==> src/rtl/sram_stream_reader_if.sv <==
// rtl/sram_stream_reader_if.sv - control slave, SRAM port-2 and stream signals of the read-DMA
interface sram_stream_reader_if #(
  parameter int ADDR_W = 11,
  parameter int DATA_W = 32
);
  logic [1:0]        ctrl_address;
  logic              ctrl_chipselect;
  logic              ctrl_write;
  logic [31:0]       ctrl_writedata;
  logic              ctrl_read;
  logic [31:0]       ctrl_readdata;
  logic [ADDR_W-1:0] sram_address;
  logic              sram_chipselect;
  logic [DATA_W-1:0] sram_readdata;
  logic [DATA_W-1:0] st_data;
  logic              st_valid;
  logic              st_ready;
  logic              st_sop;
  logic              st_eop;
  logic              irq;

  // master: the reader itself, which masters the SRAM port and the stream
  modport master (
    input  ctrl_address, ctrl_chipselect, ctrl_write, ctrl_writedata, ctrl_read,
    output ctrl_readdata,
    output sram_address, sram_chipselect,
    input  sram_readdata,
    output st_data, st_valid, st_sop, st_eop,
    input  st_ready,
    output irq
  );

  modport slave (
    output ctrl_address, ctrl_chipselect, ctrl_write, ctrl_writedata, ctrl_read,
    input  ctrl_readdata,
    input  sram_address, sram_chipselect,
    output sram_readdata,
    input  st_data, st_valid, st_sop, st_eop,
    output st_ready,
    input  irq
  );
endinterface

==> src/rtl/sram_stream_reader.sv <==
// rtl/sram_stream_reader.sv - SRAM port-2 read-DMA emitting a packetised ready/valid stream
module sram_stream_reader #(
  parameter int ADDR_W = 11,
  parameter int DATA_W = 32,
  parameter int LEN_W  = 12
) (
  input logic                  clk,
  input logic                  reset,
  sram_stream_reader_if.master bus
);
  localparam logic [LEN_W-1:0] MAX_LEN = LEN_W'(2 ** ADDR_W);

  typedef enum logic [1:0] {IDLE, RUN, FINISH} state_t;

  state_t            state;
  logic [ADDR_W-1:0] start_addr;
  logic [ADDR_W-1:0] issue_addr;
  logic [LEN_W-1:0]  length;
  logic [LEN_W-1:0]  issue_cnt;
  logic [LEN_W-1:0]  remain;
  logic              busy;
  logic              done;
  logic              irq_en;
  logic              first;
  logic              inflight;
  logic [DATA_W-1:0] fifo_mem [2];
  logic              wr_ptr;
  logic              rd_ptr;
  logic [1:0]        fifo_count;

  logic              reg_wr;
  logic              go;
  logic              clr_done;
  logic              set_done;
  logic              st_valid;
  logic              pop;
  logic              issue;
  logic [LEN_W-1:0]  wr_len;
  logic [LEN_W-1:0]  len_sat;
  logic [2:0]        occupancy;
  logic              unused_wdata;

  assign reg_wr       = bus.ctrl_chipselect & bus.ctrl_write;
  assign wr_len       = bus.ctrl_writedata[LEN_W-1:0];
  assign len_sat      = (wr_len > MAX_LEN) ? MAX_LEN : wr_len;
  assign go           = reg_wr && (bus.ctrl_address == 2'd2) && bus.ctrl_writedata[0] && (state == IDLE);
  assign clr_done     = reg_wr && (bus.ctrl_address == 2'd2) && bus.ctrl_writedata[2];
  assign unused_wdata = ^bus.ctrl_writedata[31:LEN_W];

  assign st_valid = (fifo_count != 2'd0);
  assign pop      = st_valid & bus.st_ready;

  // Words already owed to the FIFO after this cycle's pop; a new read must fit in the 2 slots.
  assign occupancy = {1'b0, fifo_count} + {2'b0, inflight} - {2'b0, pop};
  assign issue     = (state == RUN) && (issue_cnt != '0) && (occupancy < 3'd2);
  assign set_done  = (state == FINISH) || ((state == RUN) && pop && (remain == LEN_W'(1)));

  assign bus.sram_address    = issue_addr;
  assign bus.sram_chipselect = issue;
  assign bus.st_valid        = st_valid;
  assign bus.st_data         = fifo_mem[rd_ptr];
  assign bus.st_sop          = st_valid & first;
  assign bus.st_eop          = st_valid & (remain == LEN_W'(1));
  assign bus.irq             = done & irq_en;

  always_comb begin
    bus.ctrl_readdata = '0;
    if (bus.ctrl_chipselect && bus.ctrl_read) begin
      case (bus.ctrl_address)
        2'd0:    bus.ctrl_readdata = 32'(start_addr);
        2'd1:    bus.ctrl_readdata = 32'(length);
        2'd2:    bus.ctrl_readdata = {29'b0, irq_en, done, busy};
        default: bus.ctrl_readdata = 32'(remain);
      endcase
    end
  end

  always_ff @(posedge clk or posedge reset) begin
    if (reset) begin
      state       <= IDLE;
      start_addr  <= '0;
      issue_addr  <= '0;
      length      <= '0;
      issue_cnt   <= '0;
      remain      <= '0;
      busy        <= 1'b0;
      done        <= 1'b0;
      irq_en      <= 1'b0;
      first       <= 1'b0;
      inflight    <= 1'b0;
      fifo_mem[0] <= '0;
      fifo_mem[1] <= '0;
      wr_ptr      <= 1'b0;
      rd_ptr      <= 1'b0;
      fifo_count  <= 2'd0;
    end else begin
      if (reg_wr && (bus.ctrl_address == 2'd0) && !busy)
        start_addr <= bus.ctrl_writedata[ADDR_W-1:0];
      if (reg_wr && (bus.ctrl_address == 2'd1) && !busy)
        length <= len_sat;
      if (reg_wr && (bus.ctrl_address == 2'd2))
        irq_en <= bus.ctrl_writedata[1];

      if (set_done)
        done <= 1'b1;
      else if (clr_done)
        done <= 1'b0;

      // SRAM data for a read issued last cycle is valid now
      inflight <= issue;
      if (inflight) begin
        fifo_mem[wr_ptr] <= bus.sram_readdata;
        wr_ptr           <= ~wr_ptr;
      end
      if (pop)
        rd_ptr <= ~rd_ptr;
      fifo_count <= fifo_count + {1'b0, inflight} - {1'b0, pop};

      case (state)
        IDLE: begin
          if (go) begin
            if (length == '0) begin
              state <= FINISH;
            end else begin
              state      <= RUN;
              busy       <= 1'b1;
              issue_addr <= start_addr;
              issue_cnt  <= length;
              remain     <= length;
              first      <= 1'b1;
            end
          end
        end
        RUN: begin
          if (issue) begin
            issue_addr <= issue_addr + 1'b1;
            issue_cnt  <= issue_cnt - 1'b1;
          end
          if (pop) begin
            first  <= 1'b0;
            remain <= remain - 1'b1;
            if (remain == LEN_W'(1)) begin
              state <= IDLE;
              busy  <= 1'b0;
            end
          end
        end
        default: state <= IDLE;
      endcase
    end
  end
endmodule

==> src/flat_wrapper.sv <==
// flat-port wrapper written by rule: the top's interface ports become plain ports
module sram_stream_reader_flat 
#(
  parameter int ADDR_W = 11,
  parameter int DATA_W = 32,
  parameter int LEN_W  = 12
)
  (clk, reset, bus_ctrl_address, bus_ctrl_chipselect, bus_ctrl_write, bus_ctrl_writedata, bus_ctrl_read, bus_ctrl_readdata, bus_sram_address, bus_sram_chipselect, bus_sram_readdata, bus_st_data, bus_st_valid, bus_st_sop, bus_st_eop, bus_st_ready, bus_irq);
  sram_stream_reader_if #(.ADDR_W(ADDR_W), .DATA_W(DATA_W)) bus_i ();
  input logic clk;
  input logic reset;
  input wire logic [$bits(bus_i.ctrl_address)-1:0] bus_ctrl_address;
  input wire logic [$bits(bus_i.ctrl_chipselect)-1:0] bus_ctrl_chipselect;
  input wire logic [$bits(bus_i.ctrl_write)-1:0] bus_ctrl_write;
  input wire logic [$bits(bus_i.ctrl_writedata)-1:0] bus_ctrl_writedata;
  input wire logic [$bits(bus_i.ctrl_read)-1:0] bus_ctrl_read;
  output wire logic [$bits(bus_i.ctrl_readdata)-1:0] bus_ctrl_readdata;
  output wire logic [$bits(bus_i.sram_address)-1:0] bus_sram_address;
  output wire logic [$bits(bus_i.sram_chipselect)-1:0] bus_sram_chipselect;
  input wire logic [$bits(bus_i.sram_readdata)-1:0] bus_sram_readdata;
  output wire logic [$bits(bus_i.st_data)-1:0] bus_st_data;
  output wire logic [$bits(bus_i.st_valid)-1:0] bus_st_valid;
  output wire logic [$bits(bus_i.st_sop)-1:0] bus_st_sop;
  output wire logic [$bits(bus_i.st_eop)-1:0] bus_st_eop;
  input wire logic [$bits(bus_i.st_ready)-1:0] bus_st_ready;
  output wire logic [$bits(bus_i.irq)-1:0] bus_irq;
  assign bus_i.ctrl_address = bus_ctrl_address;
  assign bus_i.ctrl_chipselect = bus_ctrl_chipselect;
  assign bus_i.ctrl_write = bus_ctrl_write;
  assign bus_i.ctrl_writedata = bus_ctrl_writedata;
  assign bus_i.ctrl_read = bus_ctrl_read;
  assign bus_ctrl_readdata = bus_i.ctrl_readdata;
  assign bus_sram_address = bus_i.sram_address;
  assign bus_sram_chipselect = bus_i.sram_chipselect;
  assign bus_i.sram_readdata = bus_sram_readdata;
  assign bus_st_data = bus_i.st_data;
  assign bus_st_valid = bus_i.st_valid;
  assign bus_st_sop = bus_i.st_sop;
  assign bus_st_eop = bus_i.st_eop;
  assign bus_i.st_ready = bus_st_ready;
  assign bus_irq = bus_i.irq;
  sram_stream_reader #(.ADDR_W(ADDR_W), .DATA_W(DATA_W), .LEN_W(LEN_W)) u_core (.clk(clk), .reset(reset), .bus(bus_i));
endmodule
==> config.mk <==
export PLATFORM = sky130hd
export DESIGN_NAME = sram_stream_reader_flat
export DESIGN_NICKNAME = d
export VERILOG_FILES = /design/src/rtl/sram_stream_reader_if.sv /design/src/rtl/sram_stream_reader.sv /design/src/flat_wrapper.sv
export SDC_FILE = /design/constraint.sdc
export NUM_CORES = 1
export LEC_CHECK = 0
export ABC_CLOCK_PERIOD_IN_PS = 4700
export CORE_ASPECT_RATIO = 1.75
export CORE_UTILIZATION = 46
export DETAILED_ROUTE_END_ITERATION = 10
export PLACE_DENSITY_LB_ADDON = 0.2
export SLEW_MARGIN = 20
export SYNTH_ARGS = -nofsm -noshare
export SYNTH_HDL_FRONTEND = slang
export SYNTH_SLANG_ARGS = --single-unit
export TNS_END_PERCENT = 5
==> constraint.sdc <==
create_clock -name clk -period 4.7 [get_ports clk]
set_clock_uncertainty 0.15 [all_clocks]
set_input_delay 0.94 -clock clk [delete_from_list [all_inputs] [get_ports clk]]
set_output_delay 0.94 -clock clk [all_outputs]
set_load 0.01 [all_outputs]
==> summary.md, run 1 <==
| Metric | Value |
|---|---|
| Status | `finished clean` |
| CTS Sinks | `between 100 and 150` |
| Hold Startpoint | `u_core.rd_ptr` |
| Post-route ant nets | `0` |
| ANT cells | `0` |
| Mapped Area | `6905 um2` |
| Inst Count DP | `~900` |
| Worst Tran Pin Value | `just over 900 ps` |
| Worst R2R Start | `u_core.fifo_count[1]` |
| First-pass GRT wire length | `around 28000 um` |
| Tcrit/Tclk final | `between 90% and 100%` |
| Core box area | `14510 um2` |
| H-tree depth | `4` |
| GPL Wtd Cong | `0.9278` |
| EDFF count, synth | `0` |
| Die area | `15530 um2` |
| #FFs+latches synth | `about 130` |
| Final hold viol count | `0` |
| Number of cells on the worst hold path | `1` |
| Critical path endpoint category | `output pin` |
| CP Data Required Time | `about 3600 ps` |
| Cell Count, Final, Fillers Out | `916` |
| Total CTS buffers | `17` |
| Critical path launch point type | `input port` |
| LEAKAGE | `3.639 nW` |
| Peak Freq | `~240 MHz` |
| Slew HR | `between 30% and 40%` |
| Most frequent cells in the layout | `133 x dfrtp_1, 110 x clkdlybuf4s50_1, 109 x mux2_2` |
| Worst-Skew Late Latency | `between 400 and 500 ps` |
| Post-synthesis sequential area ratio | `between 40% and 50%` |
| Largest net degree at the start of global routing | `70` |
| DR vias/cell | `5.779` |
| FF-to-FF path depth | `12` |
| Nets | `~800` |
| Final WL | `17430 um` |
| Cell variety after synth | `60` |
| Worst-path clk slew | `50 ps` |
| Port Buffers | `111` |
| I/O pins | `152` |
| Minimum clock period | `4242 ps` |
| Detailed placement HPWL | `around 13000 um` |
| Starting density of the core | `47.58%` |
| Post-synth top flop | `dfrtp_1` |
| Async set-reset flop share out of synthesis | `100.0%` |
| WL per Instance | `19.02 um` |
| Final count of pins violating max slew | `0` |
| Share of post-route cells with drive strength above 1 | `24.18%` |
| CTS tree | `yes` |
| DRT Pass-1 Iters | `5` |
| GR Overflow Total | `0` |
| Initial drt markers | `approximately 220` |
| Vias in the first global route | `between 5000 and 6000` |
| Area grow syn2layout | `26.91%` |
| Yosys warning count | `0` |
| Root cell of the clock tree | `clkbuf_16` |
| Tot GR Track Use | `between 20% and 30%` |
| Flop2flop setup slack | `1180 ps` |
| Critical Path AT | `3150 ps` |
| Commonest non-fill, non-tap cell in the layout | `dfrtp_1` |
| Power Density | `just over 700 nW/um2` |
| Row count | `58` |
| Final Setup Violations | `0` |
| Synth Instances | `617` |
| Hold Path Class | `flop to flop` |
| Vias | `about 5300` |
| Initial antenna violation count | `0` |
| Setup tns final | `0 ps` |
| VDD IR max | `about 350 uV` |
| Remaining DRCs | `0` |
| Clock tree buffer depth | `2` |
| Die Height | `164.1 um` |
| Hold Crit Endpoint | `u_core.rd_ptr` |
| Mean Syn Cell Area | `11.19 um2` |
| RSZ-0062 raised after global routing | `false` |
| Worst flop-to-flop path endpoint | `u_core.bus.sram_address[1]` |
| Worst-path fanout max | `2` |
| Max_cap viols | `0` |
| Crit path kind | `input port to output pin` |
| Die Wd | `94.62 um` |
| Fillers | `1241` |
-- flip-flops by register name, indices dropped and copies added, names as in the netlist --
name	flops
u_core.bus.sram_address	11
u_core.issue_cnt	12
u_core.rd_ptr	1
u_core.busy	1
u_core.first	1
u_core.inflight	1
u_core.remain	12
u_core.wr_ptr	1
u_core.done	1
u_core.irq_en	1
u_core.start_addr	11
u_core.fifo_count	2
u_core.state	2
u_core.fifo_mem	64
u_core.length	12
-- cell families after synthesis --
group / after synthesis / synth area share (%)
simple gates: 145 / 11.51
compound gates: 133 / 12.85
flops: 133 / 48.20
mux: 123 / 20.35
buf+inv: 71 / 5.109
fa+ha+maj: 8 / 1.558
xor+xnor: 3 / 0.3806
other cells: 1 / 0.05431
-- what timing repair did --
action / 4_1_cts / 5_1_grt
setup endpoints to repair: 0 / 1
hold buffers: 0 / 0
buffers inserted: 0 / 1
resized for setup: 0 / 1
-- stage by stage --
| stage | instance area, um2 | util [%] | total power [mW] | setup WS, ps | hold WS (ps) |
|---|---|---|---|---|---|
| 2_1_floorplan | 6977 | - | 3.855 | 55.60 | 291.2 |
| 6_report | 8763 | 60.38 | 6.340 | 458.3 | 317.9 |
| 3_5_place_dp | 8144 | 56.11 | 5.006 | 23.54 | 311.1 |
| 4_1_cts | 8753 | 60.31 | 6.376 | 2.871 | 322.5 |
| 5_1_grt | 8763 | 60.38 | 6.744 | 323.8 | 332.3 |
| 3_3_place_gp | 8144 | 56.11 | 4.897 | 56.28 | 306.9 |
-- report_power, final --
part	internal, mW	leakage (nW)	switching (mW)
Combinational	1.52	1.76	1.30
Clock	0.832	0.286	0.513
Sequential	1.69	1.60	0.484
-- critical path: stages --
cell and delay [ps]:
clkdlybuf4s50_1 450, o21a_1 160, ha_1 280, inv_1 40
ha_1 180, fa_1 500, nor3_4 270, nand2_2 90
inv_2 60, dlymetal6s2s_1 160
-- how the worst max path moves through the flow --
stage	from	to	slack, ps	cells past startpoint
CTS	bus_st_ready	bus_sram_chipselect	3	10
global placement	bus_st_ready	bus_sram_chipselect	60	10
floorplan	reset	u_core.bus.sram_address[0]	60	1
finish	bus_st_ready	bus_sram_chipselect	460	10
detailed placement	bus_st_ready	bus_sram_chipselect	20	10
global route	bus_st_ready	bus_sram_chipselect	320	10
-- layout make-up --
cell class,instances,area [um2],share of cell area [%]
clock inverter,12,142.6,1.628
tap,180,225.2,2.570
inverter,12,47.55,0.5425
sequential,133,3328,37.98
clock buffer,20,466.7,5.326
timing repair buffer,127,1246,14.22
multi-input combinational,432,3307,37.74
-- routing by layer --
metal	up-vias	part of all wire, %	GRT usage, %	routed length, um
met2	191	54	42.28	9484
met1	2617	37	25.98	6407
met4	0	4.1	11.91	714
met3	44	4.7	4.491	820
li1	2442	-	-	-
met5	-	0	0	0
-- synthesized netlist by cell type, drive strengths merged (2+ instances only) --
library cell / number / area [um2]
and2: 7 / 43.79
nor3b: 3 / 22.52
nor3: 16 / 91.34
mux2: 109 / 1227
mux2i: 11 / 110.1
a22o: 9 / 78.83
o31ai: 3 / 22.52
nor4: 14 / 108.9
or3: 2 / 12.51
a22oi: 2 / 15.01
nor2b: 5 / 31.28
o21ai: 25 / 128.9
nand4: 3 / 18.77
o22a: 16 / 140.1
a31oi: 15 / 93.84
mux4: 3 / 67.56
o2bb2ai: 2 / 17.52
xor2: 2 / 17.52
and3: 3 / 18.77
o22ai: 6 / 37.54
nand2: 19 / 76.32
clkbuf: 24 / 91.33
nor2: 43 / 161.4
ha: 7 / 87.58
a2bb2oi: 9 / 78.83
inv: 12 / 45.04
buf: 35 / 216.5
nand3: 16 / 80.08
and4: 2 / 17.52
a21o: 3 / 22.52
dfrtp: 133 / 3328
o21a: 2 / 15.01
nand2b: 6 / 37.54
a21oi: 34 / 177.7
or4: 2 / 18.77
Note: power is estimated with default switching activity, not from simulation.
==> run 2: changes to the inputs <==
CORE_ASPECT_RATIO = 1.25   (was 1.75)
==> summary.md, run 2 (synthesized netlist as in run 1, its figures left out) <==
| Metric | Value |
|---|---|
| Power Density | `roughly 700 nW/um2` |
| Worst flop-to-flop path endpoint | `u_core.bus.sram_address[0]` |
| Clock tree buffer depth | `2` |
| Critical path endpoint category | `output pin` |
| Post-route ant nets | `0` |
| Max_cap viols | `0` |
| RSZ-0062 raised after global routing | `false` |
| Minimum clock period | `4208 ps` |
| Hold Crit Endpoint | `u_core.rd_ptr` |
| FF-to-FF path depth | `10` |
| CTS Sinks | `133` |
| DR vias/cell | `5.883` |
| WL per Instance | `about 19 um` |
| H-tree depth | `4` |
| First-pass GRT wire length | `28150 um` |
| GPL Wtd Cong | `0.8731` |
| Post-cts sizing count | `0` |
| Final WL | `17160 um` |
| Tot Pwr | `6.247 mW` |
| Final core utilization | `59.96%` |
| Die Wd | `111.6 um` |
| ANT cells | `0` |
| Port Buffers | `around 110` |
| Share of post-route cells with drive strength above 1 | `approximately 24%` |
| Root cell of the clock tree | `clkbuf_16` |
| Tcrit/Tclk final | `89.54%` |
| Final hold viol count | `0` |
| Slew HR | `roughly 39%` |
| GR Overflow Total | `0` |
| Initial antenna violation count | `0` |
| LEAKAGE | `3.619 nW` |
| Violated checks | `design-rule violations` |
| Worst-Skew Late Latency | `410 ps` |
| Core box area | `about 15000 um2` |
| Vias in the first global route | `5529` |
| Flop2flop setup slack | `1480 ps` |
| Crit path kind | `input port to output pin` |
| Place WS | `34.50 ps` |
| Hold Startpoint | `u_core.rd_ptr` |
| Tot GR Track Use | `23.01%` |
| Hold Path Class | `flop to flop` |
| Vias | `5377` |
| Post-CTS Setup Bufs | `0` |
| Worst Tran Pin Value | `slightly above 900 ps` |
| Worst-path clk slew | `roughly 60 ps` |
| Total CTS buffers | `17` |
| Final count of pins violating max slew | `0` |
| DRT Pass-1 Iters | `8` |
| Number of cells on the worst hold path | `1` |
| CTS Hold Bufs | `0` |
| Critical Path AT | `3120 ps` |
| Critical path launch point type | `input port` |
| Setup tns final | `0 ps` |
| Largest net degree at the start of global routing | `70` |
| Most frequent cells in the layout | `133 x dfrtp_1, 110 x clkdlybuf4s50_1, 109 x mux2_2` |
| Remaining DRCs | `12` |
| Final worst slack | `between 400 and 500 ps` |
| Worst R2R Start | `u_core.fifo_count[1]` |
| Largest register FFs | `64` |
| Peak Freq | `237.6 MHz` |
| Initial drt markers | `498` |
| Commonest non-fill, non-tap cell in the layout | `dfrtp_1` |
| Die area | `around 16000 um2` |
| Die Height | `139.0 um` |
| Inst Count DP | `882` |
| Worst-path fanout max | `2` |
| Cell Count, Final, Fillers Out | `914` |
| Biggest register | `u_core.fifo_mem` |
| CP Data Required Time | `about 3600 ps` |
| Row count | `between 40 and 50` |
| I/O pins | `152` |
| Starting density of the core | `47.52%` |
| Nets | `803` |
| Final Setup Violations | `0` |
| CTS tree | `yes` |
| VDD IR max | `338.2 uV` |
| Status | `finished with violations` |
| Detailed placement HPWL | `between 10000 and 15000 um` |
| Area grow syn2layout | `26.16%` |
## run 2: stage by stage
stage,hold slack [ps],cell area (um2)
5_1_grt,344.2,8712
4_1_cts,323.2,8707
3_3_place_gp,305.8,8149
2_1_floorplan,291.2,6977
3_5_place_dp,312.8,8149
6_report,315.1,8712
## run 2: final cells by class
class | instances | area, um2
Fill cell | 1235 | 5818
Sequential cell | 133 | 3328
Multi-Input combinational cell | 432 | 3309
Timing Repair Buffer | 127 | 1246
Clock buffer | 18 | 429.2
Tap cell | 178 | 222.7
Clock inverter | 14 | 128.9
Inverter | 12 | 47.55
## run 2: where the power goes
part,total (mW),internal (mW),switching (mW)
combinational,2.84,1.53,1.30
clock,1.23,0.730,0.503
sequential,2.18,1.69,0.491
total,6.25,3.95,2.30
## run 2: worst max-delay path by stage
stage	start	end	slack [ps]	depth (start not counted)
3_5_place_dp	bus_st_ready	bus_sram_chipselect	30	10
4_1_cts	bus_st_ready	bus_sram_chipselect	20	10
3_3_place_gp	bus_st_ready	bus_sram_chipselect	80	10
5_1_grt	bus_st_ready	bus_sram_chipselect	370	10
2_1_floorplan	reset	u_core.bus.sram_address[0]	60	1
6_report	bus_st_ready	bus_sram_chipselect	490	10
## run 2: layer usage
| metal | track usage (%) | part of all wire, % |
|---|---|---|
| met4 | 13.37 | 4.2 |
| met2 | 39.14 | 51 |
| met5 | 0 | 0 |
| met1 | 26.46 | 39 |
| met3 | 5.376 | 6.3 |
## run 2: worst max-delay path: stages
cell,delay (ps)
clkdlybuf4s50_1,510
o21a_1,160
ha_1,240
inv_1,60
ha_1,150
fa_2,470
nor3_4,260
nand2_2,90
inv_2,60
dlymetal6s2s_1,160
